## config.mk

```make
export PLATFORM = sky130hd
export DESIGN_NAME = multicycle_mips
export DESIGN_NICKNAME = d
export VERILOG_FILES = /design/src/rtl/mips_pkg.sv /design/src/rtl/mips_regfile.sv /design/src/rtl/multicycle_mips.sv
export SDC_FILE = /design/constraint.sdc
export NUM_CORES = 2
export LEC_CHECK = 0
export ABC_AREA = 1
export CORE_MARGIN = 1.5
export CORE_UTILIZATION = 50
export CTS_CLUSTER_SIZE = 25
export DETAILED_ROUTE_END_ITERATION = 7
export GPL_ROUTABILITY_DRIVEN = 0
export PLACE_DENSITY = 0.66
export SLEW_MARGIN = 20
export SYNTH_ARGS = -nofsm -noshare
export SYNTH_HDL_FRONTEND = slang
export SYNTH_SLANG_ARGS = --single-unit
```

## constraint.sdc

```tcl
create_clock -name clk -period 56.2 [get_ports clk]
set_clock_uncertainty 0.2 [all_clocks]
set_input_delay 11.24 -clock clk [delete_from_list [all_inputs] [get_ports clk]]
set_output_delay 11.24 -clock clk [all_outputs]
set_load 0.02 [all_outputs]
```

## src/rtl/mips_pkg.sv

```systemverilog
// Shared definitions for the multi-cycle MIPS core: opcodes, ALU encoding,
// FSM states and the decoded-control bundle produced from a latched instruction.
package mips_pkg;

   localparam logic [5:0] OP_RTYPE = 6'h00;
   localparam logic [5:0] OP_J     = 6'h02;
   localparam logic [5:0] OP_JAL   = 6'h03;
   localparam logic [5:0] OP_BEQ   = 6'h04;
   localparam logic [5:0] OP_BNE   = 6'h05;
   localparam logic [5:0] OP_ADDI  = 6'h08;
   localparam logic [5:0] OP_LW    = 6'h23;
   localparam logic [5:0] OP_SW    = 6'h2B;

   localparam logic [5:0] FN_SLL   = 6'h00;
   localparam logic [5:0] FN_SRL   = 6'h02;
   localparam logic [5:0] FN_JR    = 6'h08;
   localparam logic [5:0] FN_ADD   = 6'h20;
   localparam logic [5:0] FN_SUB   = 6'h22;
   localparam logic [5:0] FN_AND   = 6'h24;
   localparam logic [5:0] FN_OR    = 6'h25;
   localparam logic [5:0] FN_SLT   = 6'h2A;

   localparam logic [4:0] LINK_REG = 5'd31;

   typedef enum logic [2:0] {
      ALU_ADD,
      ALU_SUB,
      ALU_AND,
      ALU_OR,
      ALU_SLT,
      ALU_SLL,
      ALU_SRL
   } alu_op_t;

   typedef enum logic [2:0] {
      S_IF,
      S_ID,
      S_EX,
      S_MEM,
      S_WB,
      S_TRAP
   } state_t;

   typedef struct packed {
      logic    regdst;
      logic    alusrc;
      logic    memrd;
      logic    memwr;
      logic    branch;
      logic    bne;
      logic    jump;
      logic    jr;
      logic    link;
      logic    regwr;
      logic    shift;
      logic    illegal;
      alu_op_t alu_op;
   } ctrl_t;

   // Pure decode of one instruction word; anything unrecognised is flagged illegal
   // with every side-effecting control left deasserted.
   function automatic ctrl_t decode(input logic [31:0] ir);
      ctrl_t c;
      c        = '0;
      c.alu_op = ALU_ADD;
      case (ir[31:26])
         OP_RTYPE: begin
            c.regdst = 1'b1;
            c.regwr  = 1'b1;
            case (ir[5:0])
               FN_ADD:  c.alu_op = ALU_ADD;
               FN_SUB:  c.alu_op = ALU_SUB;
               FN_AND:  c.alu_op = ALU_AND;
               FN_OR:   c.alu_op = ALU_OR;
               FN_SLT:  c.alu_op = ALU_SLT;
               FN_SLL:  begin c.alu_op = ALU_SLL; c.shift = 1'b1; end
               FN_SRL:  begin c.alu_op = ALU_SRL; c.shift = 1'b1; end
               FN_JR:   begin c.jr = 1'b1; c.regwr = 1'b0; end
               default: begin c.illegal = 1'b1; c.regwr = 1'b0; c.regdst = 1'b0; end
            endcase
         end
         OP_ADDI: begin c.alusrc = 1'b1; c.regwr = 1'b1; end
         OP_LW:   begin c.alusrc = 1'b1; c.memrd = 1'b1; c.regwr = 1'b1; end
         OP_SW:   begin c.alusrc = 1'b1; c.memwr = 1'b1; end
         OP_BEQ:  c.branch = 1'b1;
         OP_BNE:  begin c.branch = 1'b1; c.bne = 1'b1; end
         OP_J:    c.jump = 1'b1;
         OP_JAL:  begin c.jump = 1'b1; c.link = 1'b1; c.regwr = 1'b1; end
         default: c.illegal = 1'b1;
      endcase
      return c;
   endfunction

endpackage

```

## src/rtl/mips_regfile.sv

```systemverilog
// 32x32 register file: two combinational read ports, one clocked write port,
// optional hardwired-zero $0, cleared by the asynchronous active-high reset.
module mips_regfile #(
   parameter bit ZERO_REG = 1'b1
) (
   input  logic        clk,
   input  logic        rst_n,
   input  logic        we,
   input  logic [4:0]  waddr,
   input  logic [31:0] wdata,
   input  logic [4:0]  raddr1,
   input  logic [4:0]  raddr2,
   output logic [31:0] rdata1,
   output logic [31:0] rdata2
);

   logic [31:0] regs [32];
   logic        wr_allowed;

   assign wr_allowed = we && !(ZERO_REG && (waddr == 5'd0));

   // NOTE: this array is reset because every register must read 0 after reset;
   // a plain RAM would normally be left unreset so it can map onto memory macros.
   always_ff @(posedge clk or posedge rst_n) begin
      if (rst_n) begin
         for (int i = 0; i < 32; i++) regs[i] <= '0;
      end else if (wr_allowed) begin
         regs[waddr] <= wdata;
      end
   end

   assign rdata1 = (ZERO_REG && (raddr1 == 5'd0)) ? '0 : regs[raddr1];
   assign rdata2 = (ZERO_REG && (raddr2 == 5'd0)) ? '0 : regs[raddr2];

endmodule

```

## src/rtl/multicycle_mips.sv

```systemverilog
// Multi-cycle MIPS core: IF/ID/EX/MEM/WB FSM around one ALU, with req/ready
// handshakes to both memories. rst_n is an asynchronous, active-HIGH reset.
module multicycle_mips
   import mips_pkg::*;
#(
   parameter logic [31:0] PC_RESET = 32'h0,
   parameter int          DMEM_AW  = 7,
   parameter bit          ZERO_REG = 1'b1
) (
   input  logic               clk,
   input  logic               rst_n,
   output logic [31:0]        IR_addr,
   output logic               imem_req,
   input  logic               imem_ready,
   input  logic [31:0]        IR,
   output logic               CEN,
   output logic               WEN,
   output logic               OEN,
   output logic [DMEM_AW-1:0] A,
   output logic [31:0]        Data2Mem,
   input  logic [31:0]        ReadDataMem,
   input  logic               dmem_ready,
   output logic               retire,
   output logic               trap
);

   state_t      state, state_nxt;
   ctrl_t       ctrl;
   logic [31:0] pc_q, ir_q, a_q, b_q, alu_q, mdr_q;
   logic [31:0] rdata1, rdata2;
   logic [31:0] imm_sext, jump_target, branch_target;
   logic [31:0] alu_a, alu_b, alu_res;
   logic        branch_eq, rf_we;
   logic [4:0]  rf_waddr;
   logic [31:0] rf_wdata;

   assign ctrl          = decode(ir_q);
   assign imm_sext      = {{16{ir_q[15]}}, ir_q[15:0]};
   // pc_q already holds PC+4 once the fetch completes, so both targets are PC+4 relative.
   assign jump_target   = {pc_q[31:28], ir_q[25:0], 2'b00};
   assign branch_target = pc_q + {imm_sext[29:0], 2'b00};
   assign branch_eq     = (a_q == b_q);

   mips_regfile #(.ZERO_REG(ZERO_REG)) u_regfile (
      .clk    (clk),
      .rst_n  (rst_n),
      .we     (rf_we),
      .waddr  (rf_waddr),
      .wdata  (rf_wdata),
      .raddr1 (ir_q[25:21]),
      .raddr2 (ir_q[20:16]),
      .rdata1 (rdata1),
      .rdata2 (rdata2)
   );

   assign rf_we    = (state == S_WB) && ctrl.regwr;
   assign rf_waddr = ctrl.link ? LINK_REG : (ctrl.regdst ? ir_q[15:11] : ir_q[20:16]);
   assign rf_wdata = ctrl.memrd ? mdr_q : alu_q;

   // Shifts move rt (held in b_q) by the zero-extended shamt field.
   always_comb begin
      alu_a   = ctrl.shift ? b_q : a_q;
      alu_b   = ctrl.shift ? {27'd0, ir_q[10:6]} : (ctrl.alusrc ? imm_sext : b_q);
      alu_res = '0;
      case (ctrl.alu_op)
         ALU_ADD: alu_res = alu_a + alu_b;
         ALU_SUB: alu_res = alu_a - alu_b;
         ALU_AND: alu_res = alu_a & alu_b;
         ALU_OR:  alu_res = alu_a | alu_b;
         ALU_SLT: alu_res = {31'd0, $signed(alu_a) < $signed(alu_b)};
         ALU_SLL: alu_res = alu_a << alu_b[4:0];
         ALU_SRL: alu_res = alu_a >> alu_b[4:0];
         default: alu_res = '0;
      endcase
   end

   // NOTE: clocked state is written with <= so every flop samples pre-edge values
   // regardless of block ordering.
   always_ff @(posedge clk or posedge rst_n) begin
      if (rst_n) state <= S_IF;
      else       state <= state_nxt;
   end

   // NOTE: state_nxt gets a default before the case so no path leaves it
   // unassigned, which would otherwise infer a latch.
   always_comb begin
      state_nxt = state;
      case (state)
         S_IF: begin
            if (imem_ready) state_nxt = S_ID;
         end
         S_ID: begin
            if (ctrl.illegal)                 state_nxt = S_TRAP;
            else if (ctrl.jump && !ctrl.link) state_nxt = S_IF;
            else                              state_nxt = S_EX;
         end
         S_EX: begin
            if (ctrl.branch || ctrl.jr)       state_nxt = S_IF;
            else if (ctrl.memrd || ctrl.memwr) state_nxt = S_MEM;
            else                              state_nxt = S_WB;
         end
         S_MEM: begin
            if (dmem_ready) state_nxt = ctrl.memrd ? S_WB : S_IF;
         end
         S_WB:    state_nxt = S_IF;
         S_TRAP:  state_nxt = S_TRAP;
         default: state_nxt = S_IF;
      endcase
   end

   // Outputs are gated by reset so a pending request drops the instant reset rises.
   always_comb begin
      imem_req = 1'b0;
      CEN      = 1'b1;
      WEN      = 1'b1;
      OEN      = 1'b1;
      retire   = 1'b0;
      trap     = 1'b0;
      if (!rst_n) begin
         case (state)
            S_IF:  imem_req = 1'b1;
            S_ID:  retire   = ctrl.jump && !ctrl.link;
            S_EX:  retire   = ctrl.branch || ctrl.jr;
            S_MEM: begin
               CEN    = 1'b0;
               WEN    = !ctrl.memwr;
               OEN    = !ctrl.memrd;
               retire = ctrl.memwr && dmem_ready;
            end
            S_WB:    retire = 1'b1;
            S_TRAP:  trap   = 1'b1;
            default: ;
         endcase
      end
   end

   always_ff @(posedge clk or posedge rst_n) begin
      if (rst_n) begin
         pc_q  <= PC_RESET;
         ir_q  <= '0;
         a_q   <= '0;
         b_q   <= '0;
         alu_q <= '0;
         mdr_q <= '0;
      end else begin
         case (state)
            S_IF: begin
               if (imem_ready) begin
                  ir_q <= IR;
                  pc_q <= pc_q + 32'd4;
               end
            end
            S_ID: begin
               a_q <= rdata1;
               b_q <= rdata2;
               if (ctrl.jump && !ctrl.link) pc_q <= jump_target;
            end
            S_EX: begin
               // jal parks its return address (PC+4) here for the WB write to $31.
               alu_q <= ctrl.link ? pc_q : alu_res;
               if (ctrl.jr)                                        pc_q <= a_q;
               else if (ctrl.jump)                                 pc_q <= jump_target;
               else if (ctrl.branch && (branch_eq != ctrl.bne))    pc_q <= branch_target;
            end
            S_MEM: begin
               if (dmem_ready && ctrl.memrd) mdr_q <= ReadDataMem;
            end
            default: ;
         endcase
      end
   end

   assign IR_addr  = pc_q;
   assign A        = alu_q[DMEM_AW-1:0];
   assign Data2Mem = b_q;

endmodule

```

; Word-level counts from Yosys, hierarchy flattened
; Cells that the tools add are included.
[op_classes]
n_eq_ne = 33
add_sub_neg = 4
n_bitwise = 6
reduce_logical = 35
shift = 2
magnitude_cmp = 5
muxes = 64
[op_table]
columns = op, count
row1 = bitwise mux 1024 bit, 1
row2 = 2-to-1 mux 32 bit, 16
row3 = binary-select mux 32 bit (select 5 bit), 2
row4 = one-hot mux 32 bit (7 select lines), 1
row5 = demux 32 bit (select 5 bit), 1
row6 = one-hot mux 32 bit (3 select lines), 1
row7 = adder 32 bit, 2
row8 = "equality test 6 bit, second input constant", 7
row9 = "adder 32 x 3 -> 32 bit, second input constant", 1
row10 = AND 32 bit, 1
row11 = equality test 32 bit, 1
row12 = < comparator 32 bit, 1
row13 = bitwise OR 32 bit, 1
row14 = left shift 32 x 5 -> 32 bit, 1
row15 = >> shifter 32 x 5 -> 32 bit, 1
row16 = subtractor 32 bit, 1
row17 = 2-to-1 mux 28 bit, 1
row18 = 2-to-1 mux 1 bit, 26
row19 = 2-to-1 mux 3 bit, 7
row20 = "equality test 6 x 2 -> 1 bit, second input constant", 3
row21 = "greater-or-equal comparator 6 bit, second input constant", 3
row22 = NOT 5 -> 6 bit, 3
row23 = one-hot mux 3 bit (6 select lines), 1
row24 = "equality test 3 bit, second input constant", 5
row25 = 30 further kinds, 61
[word_totals]
input_bits = 68
reg_bits = 1219
elab_cells = 189
out_inout_bits = 77

; Longest topological paths before layout
[logic_depth]
word_depth = 12
ltp_mapped = 30
mapped_depth_nobuf = 28

; Modules after synthesis
; From an unflattened synthesis, not the netlist that was laid out.
[hier_totals]
cells_unflattened = 11767
area_unflattened_um2 = 77782.1
[by_module_without_submodules]
columns = mod, area_each_um2, cells_per_inst, instances, seq_area_each_um2
row1 = mips_regfile, 56344.0, 8296, 1, 25624.6
row2 = multicycle_mips, 21438.1, 3471, 1, 4879.7

; Worst setup path before layout
; Ideal clock, no wire load.
[synth_timing]
path_type = input-to-output
from = input port rst_n
to = output port CEN
stages = 2
path_buffers = 0
arrival_time_ns = 40.875
setup_slack_ns = 3.885
required_ns = 44.760
cell_sequence = inv_1 > nand2_1
[synth_via]
elab_chain_cells = 1
[synth_rtl]
columns = element, line_no
row1 = "start, declared", multicycle_mips.sv:11  ; input logic rst_n,
row2 = 2-to-1 mux 1 bit, multicycle_mips.sv:119  ; if (!rst_n) begin
row3 = "end, declared", multicycle_mips.sv:16  ; output logic CEN,
; No other way between the ends.

; Final worst setup path
[layout_timing]
from = input port rst_n
to = output port retire
[layout_via]
elab_chain_cells = 1
[layout_rtl]
columns = element, line_no
row1 = 2-to-1 mux 1 bit, multicycle_mips.sv:119
row2 = "end, declared", multicycle_mips.sv:23  ; output logic retire,
; No other way between the ends.

==> out/metrics.csv <==
stage,metric,value,unit
clock_tree,# H-tree levels,4,
clock_tree,CTS buffer count,140,
global_routing,initial antenna violation count,23,
cells_and_area,Area growth syn-to-layout,9.272,%
routing,DRT antenna net count,0,
sta,clock period minus worst slack,24.76,ns
power,Comb pwr share,58.3,%
cells_and_area,"commonest non-fill, non-tap cells in the layout","2168 x o21ai_0, 2045 x nand2_1, 1221 x nor2_1, 1209 x dfrtp_1, 539 x nand3_1",
synthesis,synth top area cells,"dfrtp_1 41%, o21ai_0 15%, nand2_1 10%",
sta,final setup fails,0,
critical_path,Critical Path AT,13.31,ns
synthesis,Synth cell types,56,
routing,TritonRoute pass-1 iters,8,
sta,RSZ-0062 raised after global routing,false,
critical_path,worst r2r path cells,22,
sta,final number of hold-violating endpoints,0,
synthesis,"Cell Area, Synth",74430,µm²
synthesis,Yosys reg bits,1219,
critical_path,startpoint types,input pin,
synthesis,number of synthesized flops with an enable pin,0,
outcome,outcome,"finished, violations left",
min_path,worst hold start,u_regfile.regs[1011]$_DFFE_PP0P_,
die,Die H,388.8,µm
cells_and_area,design area,81340,µm²
clock_tree,clock sinks,1219,
clock_tree,CTS Root Buffer Type,clkbuf_16,
synthesis,Post-Syn Nets,10633,
die,Die X,388.8,µm
min_path,Worst Hold Depth,0,
placement,dpl cells,11751,
clock_tree,CTS-repair resized insts,0,
synthesis,main combinational cell family by area after synthesis,compound AO/OA/AOI/OAI gates,
critical_path,worst path required time,44.76,ns
power,Net Switching,2.665,mW
power,Switching Share,53.52,%
critical_path,FF-to-FF End,alu_q[9]$_DFFE_PP0P_,
synthesis,Mapped Cells,10419,
synthesis,Synth Area in Compound Gates,25.65,%
synthesis,synthesized area per cell,7.144,µm²
die,io pins,145,
clock_tree,clock latency on the worst-skew pair,0.84,ns
clock_tree,"CTS clk-pin slew, worst paths",0.06,ns
critical_path,CP max FO,110,
die,die area,151200,µm²
power,Leak Pwr,36.03,nW
synthesis,post-synth top area cell,dfrtp_1,
routing,Iter 0 DRT Violations,13537,
flow_run,Max Cap Violations,0,
routing,Vias,79285,
die,Starting Density,50.35,%
critical_path,reg2reg start,ir_q[30]$_DFFE_PP0P_,
sta,Hold Slack,0.1783,ns
global_routing,vias in the first global route,71774,
power,pwr/cell area,61.22,nW/µm²
routing,post-DR wirelength/cell,26.91,µm
power,Clk pwr share,19.4,%
routing,WL final,323700,µm
global_routing,largest net degree at the start of global routing,190,
power,internal power,2.314,mW
sta,fin. max-slew vios,0,
power,Reg power frac,22.3,%
synthesis,sequential-to-total area share from yosys stat,40.98,%
synthesis,yosys warns,0,
critical_path,WS Path Type,input pin to output pin,
sta,setup TNS,0,ns
sta,Final WS setup,31.45,ns
sta,final worst path period share,44.05,%
clock_tree,CTS tree,yes,
critical_path,r2r setup slk,49.78,ns
global_routing,Total GRT Usage,41.81,%
routing,Via-to-Cell Ratio,6.592,
clock_tree,postcts setup bufs,0,
placement,IO Port Bufs,144,
synthesis,post-synthesis mux area share,0.9161,%
sta,Slew headroom,17.64,%
placement,DP Area,76380,µm²
synthesis,post-synthesis adder-cell area fraction,2.484,%
outcome,failing checks,design-rule violations,
synthesis,area fraction of the dominant cell type after synthesis,40.98,%
synthesis,XOR/XNOR Fraction of Synth Area,0.6001,%
clock_tree,"Hold-fix buffers, CTS",0,
die,core area,147800,µm²
synthesis,synthesized-area fraction occupied by and/or/nand/nor cells,22.16,%
synthesis,share of async-settable or async-resettable flops after synthesis,100.0,%
routing,drt drc,3,
power,VDD IR max,0.04943,mV
global_routing,first-pass GRT wire length,473800,µm
clock_tree,CTS Buffer Depth,3,
global_routing,total gr overflow,0,
sta,worst slew pin tran,1.235,ns
power,Pwr Total,4.979,mW
sta,Fmax,40.40,MHz
cells_and_area,number of nets in the layout,10182,
placement,DP Worst Slack,31.42,ns
cells_and_area,Non-Filler Instances,12028,
placement,HPWL Detailed,190900,µm
min_path,worst min path class,register to register,
cells_and_area,layout cells sized above 1,5.623,%
min_path,Hold Path End,u_regfile.regs[1011]$_DFFE_PP0P_,
cells_and_area,fin util,55.02,%
cells_and_area,"commonest non-fill, non-tap cell in the layout",o21ai_0,
critical_path,endpoint class of the critical path,output pin,
die,row count,141,
cells_and_area,fill cell count,14047,
synthesis,Main synth FF type,dfrtp_1,
==> power groups by stage <==
stage                     Combinational [mW]  Sequential, mW  Clock [mW]
after CTS                               2.75            1.10       0.971
final                                   2.90            1.11       0.967
after global routing                    3.08            1.11        1.01
after floorplan                         1.81            1.06           0
after detailed placement                2.74            1.11           0
after global placement                  2.71            1.11           0
==> worst max-delay path: stages <==
cell             delay [ns]
clkdlybuf4s50_1        0.53
inv_8                  0.63
nand2_1                0.19
inv_1                  0.10
clkdlybuf4s50_1        0.60
==> worst max-delay path by stage <==
stage | start | to | slack, ns | cells past startpoint
final | rst_n | retire | 31.45 | 5
after global routing | rst_n | retire | 31.31 | 5
after CTS | rst_n | retire | 31.42 | 5
after detailed placement | rst_n | retire | 31.42 | 5
after global placement | rst_n | retire | 31.41 | 5
after floorplan | rst_n | CEN | 3.89 | 2
==> cell families after synthesis <==
logic type | Yosys count
buffers and inverters | 1378
muxes | 64
adders and majority gates | 146
and+or+nand+nor | 4049
DFF | 1219
AOI/OAI and AO/OA | 3512
xor gates and xnor gates | 51
==> per-layer routing <==
metal / GRT usage, % / vias to the layer above / part of all wire [%]
met2: 59.40 / 6006 / 41
met1: 53.75 / 37261 / 37
met4: 29.28 / 22 / 7.9
met5: 0.09569 / - / 0.055
met3: 13.51 / 1310 / 14
li1: - / 34686 / -
==> cell usage after synthesis (7+ instances only) <==
cell type / instances
o21ai_0: 2178
nand2_1: 2057
nor2_1: 1229
dfrtp_1: 1219
clkbuf_1: 716
nand3_1: 539
inv_1: 461
a21oi_1: 447
o22ai_1: 337
o21ai_1: 180
o211ai_1: 157
ha_1: 143
buf_2: 129
nand4_1: 110
o221ai_1: 100
buf_1: 45
nor3_1: 45
xor2_1: 37
mux2_2: 33
mux2i_1: 31
o21a_1: 30
a221oi_1: 21
nor4_1: 15
a31oi_1: 14
inv_2: 14
xnor2_1: 14
o2111ai_1: 11
a21o_1: 9
nand2_4: 9
buf_4: 8
nand2_2: 8
nand3b_1: 8
nor2_2: 8
or2_2: 7
==> registers in the layout (all words and copies together) (netlist names) <==
name,cells
ir_q,32
mdr_q,32
alu_q,32
a_q,32
state,3
IR_addr,32
u_regfile.regs,1024
Data2Mem,32
==> area by class of cell <==
cell class / instances / area (µm²) / area share [%]
timing repair buffer: 305 / 2773 / 3.409
inverter: 480 / 1841 / 2.263
clock inverter: 58 / 716.9 / 0.8815
sequential: 1219 / 30540 / 37.54
tap: 1930 / 2415 / 2.969
multi-input combinational: 7822 / 38930 / 47.86
clock buffer: 199 / 4086 / 5.024
antenna: 15 / 37.54 / 0.04615
No activity file was read; power rests on OpenSTA's default activity.
